<file path="config.mk">
export PLATFORM = sky130hd
export DESIGN_NAME = cart_bus_ctrl
export DESIGN_NICKNAME = d
export VERILOG_FILES = /design/src/rtl/cart_bus_pkg.sv /design/src/rtl/cart_bus_arb.sv /design/src/rtl/cart_bus_ctrl.sv
export SDC_FILE = /design/constraint.sdc
export NUM_CORES = 1
export LEC_CHECK = 0
export CAP_MARGIN = 20
export CORE_ASPECT_RATIO = 0.5
export CORE_MARGIN = 2
export CORE_UTILIZATION = 30
export DETAILED_ROUTE_END_ITERATION = 8
export HOLD_SLACK_MARGIN = 0.05
export SETUP_SLACK_MARGIN = 0.3
export SLEW_MARGIN = 40
export SYNTH_ARGS = -nofsm -noshare
export SYNTH_HDL_FRONTEND = slang
export SYNTH_SLANG_ARGS = --single-unit
</file>
<file path="constraint.sdc">
create_clock -name i_clock -period 1.6 [get_ports i_clock]
set_input_delay 0.32 -clock i_clock [delete_from_list [all_inputs] [get_ports i_clock]]
set_output_delay 0.32 -clock i_clock [all_outputs]
set_load 0.005 [all_outputs]
</file>
<file path="src/rtl/cart_bus_pkg.sv">
// Shared types and constants for the cartridge bus controller.
// Optional build macro CART_RR_ARB_EN selects round-robin arbitration in cart_bus_arb.
package cart_bus_pkg;

  typedef enum logic [2:0] {
    RST_HOLD,
    IDLE,
    SETUP,
    STROBE,
    HOLD
  } state_t;

  typedef enum logic {
    REQ_CPU = 1'b0,
    REQ_DMA = 1'b1
  } req_id_t;

  localparam logic [15:0] SRAM_BASE = 16'hA000;
  localparam logic [15:0] SRAM_LAST = 16'hBFFF;

  function automatic logic is_sram(input logic [15:0] addr);
    return (addr >= SRAM_BASE) && (addr <= SRAM_LAST);
  endfunction

endpackage

</file>
<file path="src/rtl/cart_bus_arb.sv">
// Two-input bus arbiter: fixed DMA-over-CPU priority by default,
// round-robin between the two requesters when CART_RR_ARB_EN is defined.
module cart_bus_arb
  import cart_bus_pkg::*;
(
`ifdef CART_RR_ARB_EN
  input  logic    i_clock,
  input  logic    i_reset_l,
  input  logic    i_accept,
`endif
  input  logic    i_cpu_req,
  input  logic    i_dma_req,
  output req_id_t o_gnt_id,
  output logic    o_gnt_valid
);

`ifdef CART_RR_ARB_EN
  req_id_t r_last_id;

  // Resetting to CPU makes DMA win the first tie.
  always_ff @(posedge i_clock) begin
    if (!i_reset_l) begin
      r_last_id <= REQ_CPU;
    end else if (i_accept) begin
      r_last_id <= o_gnt_id;
    end
  end

  always_comb begin
    o_gnt_valid = i_cpu_req | i_dma_req;
    if (i_cpu_req && i_dma_req) begin
      o_gnt_id = (r_last_id == REQ_CPU) ? REQ_DMA : REQ_CPU;
    end else begin
      o_gnt_id = i_dma_req ? REQ_DMA : REQ_CPU;
    end
  end
`else
  always_comb begin
    o_gnt_valid = i_cpu_req | i_dma_req;
    o_gnt_id    = i_dma_req ? REQ_DMA : REQ_CPU;
  end
`endif

endmodule

</file>
<file path="src/rtl/cart_bus_ctrl.sv">
// Cartridge bus sequencer: arbitrates CPU/DMA and runs SETUP/STROBE/HOLD cycles.
// Build macro CART_RR_ARB_EN switches the arbiter to round-robin.
module cart_bus_ctrl
  import cart_bus_pkg::*;
#(
  parameter int SETUP_CYCLES  = 1,
  parameter int STROBE_CYCLES = 3,
  parameter int HOLD_CYCLES   = 1,
  parameter int RESET_HOLD    = 16
) (
  input  logic        i_clock,
  input  logic        i_reset_l,
  input  logic        i_cpu_req,
  input  logic        i_cpu_we,
  input  logic [15:0] i_cpu_addr,
  input  logic [7:0]  i_cpu_wdata,
  output logic        o_cpu_ack,
  input  logic        i_dma_req,
  input  logic        i_dma_we,
  input  logic [15:0] i_dma_addr,
  input  logic [7:0]  i_dma_wdata,
  output logic        o_dma_ack,
  output logic [7:0]  o_rdata,
  output logic [15:0] o_cart_address,
  input  logic [7:0]  i_cart_data_in,
  output logic [7:0]  o_cart_data_out,
  output logic        o_cart_data_oe,
  output logic        o_cart_r_enable_l,
  output logic        o_cart_w_enable_l,
  output logic        o_cart_cs_sram_l,
  output logic        o_cart_reset_l,
  output logic        o_busy
);

  localparam logic [3:0] SETUP_LOAD  = 4'(SETUP_CYCLES - 1);
  localparam logic [3:0] STROBE_LOAD = 4'(STROBE_CYCLES - 1);
  localparam logic [3:0] HOLD_LOAD   = (HOLD_CYCLES > 0) ? 4'(HOLD_CYCLES - 1) : 4'd0;
  localparam logic [7:0] RST_LOAD    = 8'(RESET_HOLD - 1);

  state_t      r_state;
  logic [3:0]  r_phase;
  logic [7:0]  r_rst_cnt;
  req_id_t     r_winner;
  logic        r_we;
  logic        r_cpu_ack, r_dma_ack;
  logic [7:0]  r_rdata;
  logic [15:0] r_cart_address;
  logic [7:0]  r_cart_data_out;
  logic        r_cart_data_oe, r_cart_r_enable_l, r_cart_w_enable_l;
  logic        r_cart_cs_sram_l, r_cart_reset_l, r_busy;

  req_id_t     w_gnt_id;
  logic        w_gnt_valid, w_grant, w_finish;
  logic        w_we;
  logic [15:0] w_addr;
  logic [7:0]  w_wdata;

  cart_bus_arb u_arb (
`ifdef CART_RR_ARB_EN
    .i_clock     (i_clock),
    .i_reset_l   (i_reset_l),
    .i_accept    (w_grant),
`endif
    .i_cpu_req   (i_cpu_req),
    .i_dma_req   (i_dma_req),
    .o_gnt_id    (w_gnt_id),
    .o_gnt_valid (w_gnt_valid)
  );

  // An ack in flight blocks granting so the just-served request is not re-run.
  assign w_grant  = (r_state == IDLE) && w_gnt_valid && !r_cpu_ack && !r_dma_ack;
  assign w_we     = (w_gnt_id == REQ_DMA) ? i_dma_we    : i_cpu_we;
  assign w_addr   = (w_gnt_id == REQ_DMA) ? i_dma_addr  : i_cpu_addr;
  assign w_wdata  = (w_gnt_id == REQ_DMA) ? i_dma_wdata : i_cpu_wdata;
  assign w_finish = (r_phase == 4'd0) &&
                    ((r_state == HOLD) || ((r_state == STROBE) && (HOLD_CYCLES == 0)));

  always_ff @(posedge i_clock) begin
    if (!i_reset_l) begin
      r_state           <= RST_HOLD;
      r_phase           <= 4'd0;
      r_rst_cnt         <= RST_LOAD;
      r_winner          <= REQ_CPU;
      r_we              <= 1'b0;
      r_cpu_ack         <= 1'b0;
      r_dma_ack         <= 1'b0;
      r_rdata           <= 8'h00;
      r_cart_address    <= 16'h0000;
      r_cart_data_out   <= 8'h00;
      r_cart_data_oe    <= 1'b0;
      r_cart_r_enable_l <= 1'b1;
      r_cart_w_enable_l <= 1'b1;
      r_cart_cs_sram_l  <= 1'b1;
      r_cart_reset_l    <= 1'b0;
      r_busy            <= 1'b1;
    end else begin
      r_cpu_ack <= 1'b0;
      r_dma_ack <= 1'b0;
      case (r_state)
        RST_HOLD: begin
          if (r_rst_cnt == 8'd0) begin
            r_state        <= IDLE;
            r_cart_reset_l <= 1'b1;
            r_busy         <= 1'b0;
          end else begin
            r_rst_cnt <= r_rst_cnt - 8'd1;
          end
        end
        IDLE: begin
          if (w_grant) begin
            r_state          <= SETUP;
            r_busy           <= 1'b1;
            r_phase          <= SETUP_LOAD;
            r_winner         <= w_gnt_id;
            r_we             <= w_we;
            r_cart_address   <= w_addr;
            r_cart_cs_sram_l <= !is_sram(w_addr);
            if (w_we) begin
              r_cart_data_out <= w_wdata;
              r_cart_data_oe  <= 1'b1;
            end
          end
        end
        SETUP: begin
          if (r_phase == 4'd0) begin
            r_state           <= STROBE;
            r_phase           <= STROBE_LOAD;
            r_cart_r_enable_l <= r_we;
            r_cart_w_enable_l <= !r_we;
          end else begin
            r_phase <= r_phase - 4'd1;
          end
        end
        STROBE: begin
          if (r_phase == 4'd0) begin
            r_cart_r_enable_l <= 1'b1;
            r_cart_w_enable_l <= 1'b1;
            if (!r_we) begin
              r_rdata <= i_cart_data_in;
            end
            if (HOLD_CYCLES != 0) begin
              r_state <= HOLD;
              r_phase <= HOLD_LOAD;
            end
          end else begin
            r_phase <= r_phase - 4'd1;
          end
        end
        HOLD: begin
          if (r_phase != 4'd0) begin
            r_phase <= r_phase - 4'd1;
          end
        end
        default: r_state <= IDLE;
      endcase
      // Address and write data stay on the pins after completion.
      if (w_finish) begin
        r_state          <= IDLE;
        r_busy           <= 1'b0;
        r_cart_cs_sram_l <= 1'b1;
        r_cart_data_oe   <= 1'b0;
        r_cpu_ack        <= (r_winner == REQ_CPU);
        r_dma_ack        <= (r_winner == REQ_DMA);
      end
    end
  end

  assign o_cpu_ack         = r_cpu_ack;
  assign o_dma_ack         = r_dma_ack;
  assign o_rdata           = r_rdata;
  assign o_cart_address    = r_cart_address;
  assign o_cart_data_out   = r_cart_data_out;
  assign o_cart_data_oe    = r_cart_data_oe;
  assign o_cart_r_enable_l = r_cart_r_enable_l;
  assign o_cart_w_enable_l = r_cart_w_enable_l;
  assign o_cart_cs_sram_l  = r_cart_cs_sram_l;
  assign o_cart_reset_l    = r_cart_reset_l;
  assign o_busy            = r_busy;

endmodule

</file>
# Yosys cells after proc, flatten, opt, wreduce, memory -nomap -nowiden
# Cells that the tools add are included.
totals:
  ff_bits: 57
  inputBits: 62
  output_inout_bits: 40
  elab_cells: 93
classes:
  n_addsub: 2
  n_lt_le_gt_ge: 2
  n_eq_ne: 14
  mux: 24
  n_bitwise: 6
  n_reduce_logical: 28
op_table:
  columns: ["operator", "n"]
  rows:
  - [">= comparator 16 bit (second input constant)", 1]
  - ["less-or-equal comparator 16 bit (second input constant)", 1]
  - ["2-to-1 mux 16 bit", 1]
  - ["2-to-1 mux 4 bit", 4]
  - ["case mux 4 bit (4 select lines)", 1]
  - ["case mux 3 bit (5 select lines)", 1]
  - ["AND reduction 3 bit", 5]
  - ["2-to-1 mux 3 bit", 4]
  - ["inequality test 3 bit (second input constant)", 4]
  - ["inequality test 2 bit (second input constant)", 5]
  - ["AND reduction 5 bit", 2]
  - ["2-to-1 mux 1 bit", 9]
  - ["zero test 8 bit", 1]
  - ["2-to-1 mux 8 bit", 1]
  - ["AND reduction 2 bit", 4]
  - ["nonzero test 4 bit", 2]
  - ["subtractor 8 x 1 -> 8 bit (second input constant)", 1]
  - ["== test 3 x 2 -> 1 bit (second input constant)", 2]
  - ["case mux 1 bit (2 select lines)", 3]
  - ["logical AND 1 bit", 5]
  - ["NOT 1 bit", 5]
  - ["zero test 1 bit", 4]
  - ["zero test 4 bit", 1]
  - ["subtractor 4 x 1 -> 4 bit (second input constant)", 1]
  - ["other kinds (8)", 8]

# Depth between registers and ports, before layout
depth:
  ltp_word: 7
  ltp_mapped: 7
  mapped_depth_nobuf: 6

# Modules after synthesis
# From an unflattened synthesis, not the netlist that was laid out.
unflattened:
  cells_unflattened: 287
  area_unflattened_um2: 2735.1
by_module_without_submodules:
  columns: ["mod", "n_inst", "cells_per_inst", "area_per_inst_um2", "seq_area_each_um2"]
  rows:
  - ["cart_bus_ctrl", 1, 285, 2721.4, 1141.1]
  - ["cart_bus_arb", 1, 2, 13.8, 0.0]

# Worst setup path before layout
# No wires, ideal clock.
synth_path:
  kind: "flip-flop to flip-flop"
  startpoint: "reg r_rst_cnt[2]"
  endpoint: "reg r_rst_cnt[7]"
  setup_ns: 0.070
  t_arrival_ns: 1.718
  t_required_ns: 1.530
  slack_ns: -0.188
  stages_incl_launch_ff: 5
  n_path_buf: 0
  period_less_slack_ns: 1.788
  cell_sequence: "dfxtp_1 > or4_4 > or4_1 > or3_1 > a21boi_1"
synth_via:
  elab_chain_cells: 3
  elab_cells_between_ends: 4
  classes_between: "add/sub (1); bitwise (1); reduce/logical (2)"
synth_rtl:
  columns: ["item", "line", "text"]
  rows:
  - ["from (decl)", "cart_bus_ctrl.sv:42", "logic [7:0] r_rst_cnt;"]
  - ["from (signal assigned)", "cart_bus_ctrl.sv:106", "r_rst_cnt <= r_rst_cnt - 8'd1;"]
  - ["branches (longest 3 deep; another with subtractor 8 x 1 -> 8 bit)", null, null]
# Parallel ways; which one is timed is not known.
# A chain may end at the register's enable or synchronous reset.

# Worst setup path in the final report
layout_path:
  startpoint: "reg r_state[2]"
  endpoint: "reg r_cart_data_out[3] (netlist: o_cart_data_out[3])"
layout_via:
  elab_chain_cells: 5
layout_rtl:
  columns: ["item", "line", "text"]
  rows:
  - ["from (decl)", "cart_bus_ctrl.sv:40", "state_t r_state;"]
  - ["from (signal assigned)", "cart_bus_ctrl.sv:80", "r_state <= RST_HOLD;"]
  - ["from (signal assigned)", "cart_bus_ctrl.sv:102", "r_state <= IDLE;"]
  - ["from (signal assigned)", "cart_bus_ctrl.sv:111", "r_state <= SETUP;"]
  - ["== test 3 x 1 -> 1 bit *", "cart_bus_ctrl.sv:71, cart_bus_ctrl.sv:99", null]
  - ["logical AND 1 bit (3 in a row)", "cart_bus_ctrl.sv:71", "assign w_grant = (r_state == IDLE) && w_gnt_valid && !r_cpu_ack && !r_dma_ack;"]
  - ["AND reduction 3 bit (no line) *", null, null]
  - ["to (signal assigned)", "cart_bus_ctrl.sv:119", "r_cart_data_out <= w_wdata;"]
  - ["to (decl)", "cart_bus_ctrl.sv:48", "logic [7:0] r_cart_data_out;"]
# Mark *: on every way between the ends. The rest lies on a longest branch, timed or not.

==> impl_results.md <==
* Outcome: finished with violations
* Failing checks: negative setup slack
* Share of layout cells above drive strength 1 at 35.35%
* Commonest non-fill, non-tap cell in the layout: clkdlybuf4s50_1
* Worst Path Buf+Inv at 3
* Max transition margin at 78.85%
* Pint at 3.279 mW
* Post-CTS Hold Fix Bufs at 0
* Area grow syn2layout at 87.41%
* Worst-path fanout max at 4
* Footprint of the multi-input gates at 1773 µm²
* CP Class: reg2reg
* First-pass GRT wire length at 12,500 µm
* Worst R2R Start: r_state[2]
* CTS tree: built
* Core box area at 8678 µm²
* Setup WS post-layout at -0.1830 ns
* Global-route usage over all layers at 16.28%
* Sw Share at 22.77%
* Clk Latency, worst-skew pair at 0.32 ns
* Vias in the first global route at 2,561
* Slew Viols, Final at 0
* Comb power frac at 18.6%
* Critical Path Most Common Cell: buf_6
* Critical path's slowest cell: or4b_4
* Pwr dens at 850.4 nW/µm²
* Final HPWL from detailed placement at 5356 µm
* Clock power share at 45.6%
* # rows at 24
* Synth cell types at 48
* CTS max path bufs at 2
* Num CTS Buffers at 9
* MaxCap Viol Count at 0
* Total Nets Final at 490
* CTS Sinks at 57
* Syn Inst Count at 272
* Synthesized area at 2664 µm²
* Post-synth net total at 337
* Worst stage delay on the critical path at 0.58 ns
* H-tree depth at 3
* # IOs at 102
* NetSw at 0.9665 mW
* Detailed Route WL at 8032 µm
* Most frequent cells in the layout: 59 x clkdlybuf4s50_1, 48 x dfxtp_1, 38 x dlygate4sd2_1
* Critical R2R Capture: o_cart_data_out[3]
* Worst Setup End Kind: flop
* Mean Syn Cell Area at 9.793 µm²
* Port bufs at 101
* Post-DRT Antenna Nets at 0
* Die W at 137.3 µm
* YS warnings at 0
* TritonRoute pass-1 iters at 4
* Skew final at 0.004075 ns
* Tmin final at 1.783 ns
* Required @ worst endpoint at 1.81 ns
* Final hold violations at 0
* Final global-route overflow total at 0
* FF+latch count, synth at 57
* Via Count at 2,635
* Worst-margin pin slew at 0.3084 ns
* Wirelength per Cell at 14.68 µm
* Final core utilization at 57.53%
* Initial antenna violation count at 0
* Routability cong. at 0.7757
* P_leak at 2.475 nW
* Sequential cell area fraction in the yosys report at 42.84%
* Final period util at 111.4%
* Dpl cells at 504
* Cell breakdown of the critical path: or4b_4 -> buf_6 -> a211oi_4 -> buf_6 -> clkbuf_16 -> nand2_2 -> o211a_1
* Class of the worst hold path: in2reg
* Die area at 9695 µm²
* Setup crit start kind: flop
* Drt via density at 4.817
* WHS Path Cells at 4
* Worst-case reg-to-reg path depth at 7
* Drt drc at 0
* Hold endpoint: r_phase[2]
* Final setup viols at 39
* Root Driver: clkbuf_16
* Arrival time of the worst setup path at 1.99 ns
* Design Power at 4.245 mW
* Max VDD drop at 0.0006393 V
* Ant diodes at 0
* Reg clk slew, reported paths at 0.05 ns
* Final setup TNS at -3.178 ns
* Worst R2R Setup Slack at -0.18 ns
* Reg power frac at 35.8%
* Initial Util at 30.69%
* Sequential standard cell area at 1155 µm²
* Post-Layout Cell Count at 547
* DIE HEIGHT at 70.63 µm
* Drt initial violations at 119
* Cell family contributing the most delay on the critical path: simple AND/OR/NAND/NOR gates
* Largest net degree at the start of global routing at 31
* Peak Freq at 560.8 MHz
* Worst Hold Launch: i_reset_l
* RSZ-0062 raised after global routing: yes
* Setup WS pre-CTS at -0.1688 ns
* Main flop type after synthesis: dfxtp_1
* EDFF count, synth at 0
* Fillers at 727
* Post-synth ARST share at 0%
## sequential cells by signal, indices dropped and copies added (netlist names)
name	cells
o_cpu_ack	1
r_winner	1
o_cart_address	16
o_cart_reset_l	1
o_cart_data_out	8
o_cart_w_enable_l	1
o_rdata	8
r_state	3
r_we	1
o_cart_r_enable_l	1
o_cart_data_oe	1
o_cart_cs_sram_l	1
r_phase	4
r_rst_cnt	8
o_dma_ack	1
o_busy	1
## synth_stat cells (all sizes together) (2+ instances only)
master / number / share of area, %
or4: 3 / 1.0
or3b: 4 / 1.3
a21oi: 4 / 0.75
buf: 8 / 1.5
nand2: 39 / 5.5
a21boi: 4 / 1.1
o22ai: 2 / 0.47
mux2i: 33 / 12
o211a: 25 / 9.4
o31a: 3 / 0.99
nand4b: 4 / 1.3
xnor2: 3 / 0.99
ha: 3 / 1.4
nor3b: 4 / 1.1
o2111ai: 2 / 0.66
inv: 4 / 0.56
nand2b: 4 / 0.94
or3: 4 / 0.94
nor4: 3 / 0.70
nor2b: 12 / 2.8
o21ai: 10 / 1.9
nand3b: 2 / 0.56
clkbuf: 9 / 1.3
nor2: 3 / 0.42
o211ai: 4 / 1.1
nand3: 2 / 0.38
dfxtp: 57 / 43
nor3: 4 / 1.1
## power groups by stage
stage | Clock (mW) | Combinational [mW] | Sequential (mW)
3_3_place_gp | 0 | 0.588 | 1.54
5_1_grt | 2.05 | 0.846 | 1.52
2_1_floorplan | 0 | 0.277 | 1.54
6_report | 1.94 | 0.790 | 1.52
3_5_place_dp | 0 | 0.606 | 1.54
4_1_cts | 1.98 | 0.714 | 1.52
## worst min-delay path, stage by stage
cell	delay (ns)
buf_2	0.13
nand2_1	0.07
or3_4	0.11
nand3_2	0.04
## worst max-delay path by stage
stage	end	start	slack, ns	cells after the start
floorplan	r_rst_cnt[7]	r_rst_cnt[5]	-0.16	4
global placement	r_phase[1]	i_cpu_req	-0.14	6
detailed placement	r_rst_cnt[7]	r_rst_cnt[5]	-0.17	4
CTS	r_rst_cnt[7]	r_rst_cnt[5]	-0.16	4
global route	o_cart_data_out[3]	r_state[2]	-0.22	7
finish	o_cart_data_out[3]	r_state[2]	-0.18	7
## per-stage QoR
stage	instance area, µm²	hold WS, ns
finish	4992	0.4072
detailed placement	4093	0.4314
CTS	4702	0.3969
floorplan	2799	0.4116
global placement	4093	0.4299
global route	4992	0.4226
## cell type report
| class | instances | area share, % |
|---|---|---|
| Clock inverter | 2 | 0.7018 |
| Inverter | 4 | 0.3509 |
| Sequential cell | 57 | 23.13 |
| Timing Repair Buffer | 160 | 31.88 |
| Clock buffer | 14 | 5.489 |
| Tap cell | 117 | 2.932 |
| Multi-Input combinational cell | 193 | 35.51 |
## layer usage
metal | vias to the layer above | track usage (%) | wire length [µm]
met2 | 51 | 26.26 | 3951
met4 | 0 | 5.613 | 107
met3 | 12 | 5.018 | 326
met1 | 1270 | 20.76 | 3647
li1 | 1302 | - | -
met5 | - | 0 | 0
## cell families (layout without fill, tap and decap cells)
logic type | after synthesis | count (layout) | share of synthesized area, %
AOI/OAI and AO/OA | 59 | 59 | 18.41
xor gates and xnor gates | 4 | 4 | 1.315
adders and majority gates | 3 | 3 | 1.409
buffers and inverters | 22 | 180 | 3.710
DFF | 57 | 57 | 42.84
muxes | 33 | 33 | 12.40
and+or+nand+nor | 94 | 94 | 19.92
## timing repair
item                       CTS  global route
gates resized for setup     90            43
setup endpoints to repair   96            58
setup buffers               13             8
pin swaps                   10            11
gates cloned                 4             2
Note: power is estimated with default switching activity, not from simulation.
==> RTL edit (same settings) <==
The parameter `HOLD_CYCLES` goes from 1 to 0.
--- a/src/rtl/cart_bus_ctrl.sv
+++ b/src/rtl/cart_bus_ctrl.sv
@@ -7,3 +7,3 @@
   parameter int STROBE_CYCLES = 3,
-  parameter int HOLD_CYCLES   = 1,
+  parameter int HOLD_CYCLES   = 0,
   parameter int RESET_HOLD    = 16
Check against the original RTL: same outputs for any inputs over 10 cycles, from zero or initial values and one cycle with i_reset_l low; that may be too few to reach the edited logic, so the function may still have changed.
==> RTL edit against the unedited design <==
  * The run still ends with setup timing left
  * Synthesized cell count rose by 0.37%
  * First-iteration DRC count shrank 45%
  * Critical path depth shrank 1
  * Maximum frequency increased by 1.2%
  * Routed wire length increased by 4.1%
  * Count of clock-buffer cells in the layout down 8
  * Final area up 2.1%
  * Critical path type unchanged
  * Die area shrank 3.2%
  * Synthesized area shrank 3.4%
  * Worst setup slack better by 0.020 ns
  * Sequential cell count shrank 1
Power is not compared: it rests on default switching activity, and its combinational part moved more than twofold at a synthesized area within 25%.
==> RTL edit: results (changes against the unedited design) <==
synth_xor_area_frac: 0.0136  # +0.000460
crit_path_top_delay_cell: "or4_4"
synth_fa_ha_area_frac: 0.0438  # +0.0297
place_area_um2: 4100  # about the same
status: "complete, but fails checks"
holdPathStages: 2  # -2
skew_ns: 0.00830  # +0.00422 ns
use_met2: 0.318  # +0.0555
muxShareOfSynthArea: 0.136  # +0.0121
critPathLaunch: "r_phase[1]"
place_inst: 505  # +0.20%
worstHoldEndpoint: "o_cart_w_enable_l"
grt_pass1_vias: 2764  # +7.9%
ff2ff_path_depth: 6  # -1
cts_max_level: 2  # -1
final_nets: 503  # +2.7%
hold_class: "reg2reg"
reg2reg_slack_ns: -0.16  # +0.02 ns
hp-start: "o_cart_w_enable_l"
cp_max_fo: 2  # -2
crit_family: "simple AND/OR/NAND/NOR gates"
wl_met2_um: 4320  # +9.3%
grt_max_degree: 28  # -9.7%
hpwl_um: 5310  # -0.87%
synth.yosys.seq_area_share: 0.436  # +0.00722
drtIter0Drc: 66  # -45%
drive_above_1_share: 0.462  # +0.108
routedWlPerCell_um: 15.3  # +4.5%
fillers: 669  # -8.0%
cts_buffers: 5  # -4
finalSetupViolCount: 8  # -79%
cp-endpoint: "r_phase[3]"
wl_met1_um: 3610  # -1.2%
grtUsageTotal: 0.175  # +0.0126
use_met1: 0.209  # +0.00138
synth.avg_cell_area_um2: 9.43  # -3.7%
worst_setup_hold_path_clk_slew_ns: 0.07  # +0.02 ns
crit_path_start_kind: "flop"
worst_slack_ns: -0.163  # +0.0205 ns
max_stage_delay_ns: 0.44  # -0.14 ns
finalHoldWorstSlack_ns: 0.475  # +0.0676 ns
violations: "setup timing"
setup_tns_ns: -0.585  # +2.59 ns
viasPerCell: 4.84  # +0.52%
use_met3: 0.0358  # -0.0144
ys_types: 45  # -6.3%
clock_latency_ns: 0.30  # -0.02 ns
vias: 2639  # +0.15%
gp_congestion: 0.888  # +14%
synth_area_leaders: "dfxtp_1 44%, mux2i_1 14%, a211oi_1 7.0%"
clock_path_buffers: 2  # unchanged
RTL edit: cell types whose count changed after synthesis, sizes merged, moves of 4 or more:
cell / unedited run / this run
a211oi: 1 / 24
ha: 3 / 9
nor2b: 12 / 1
a21oi: 4 / 12
a21boi: 4 / 0
nor2: 3 / 47
o31ai: 0 / 6
inv: 4 / 8
nand2: 39 / 11
o21ai: 10 / 6
o211a: 25 / 0
RTL edit: area by class of cell:
class                      count  area share
multi-input combinational    193       0.376
timing repair buffer         167       0.330
sequential                    56       0.226
tap                          112      0.0275
clock buffer                   6      0.0253
inverter                       9     0.00810
clock inverter                 2     0.00687
RTL edit: per-stage QoR:
step / utilization / setup WS [ns]
after floorplan: - / -0.0737
after CTS: 0.593 / -0.128
final: 0.624 / -0.163
after detailed placement: 0.501 / -0.257
after global routing: 0.624 / -0.193
after global placement: 0.501 / -0.251
RTL edit: timing repair:
action,in CTS,in global routing
cloned,4,1
resized for setup,152,39
endpoints found under the setup margin,94,55
pin swaps,52,29
hold endpoints to repair,0,0
buffers inserted,18,9
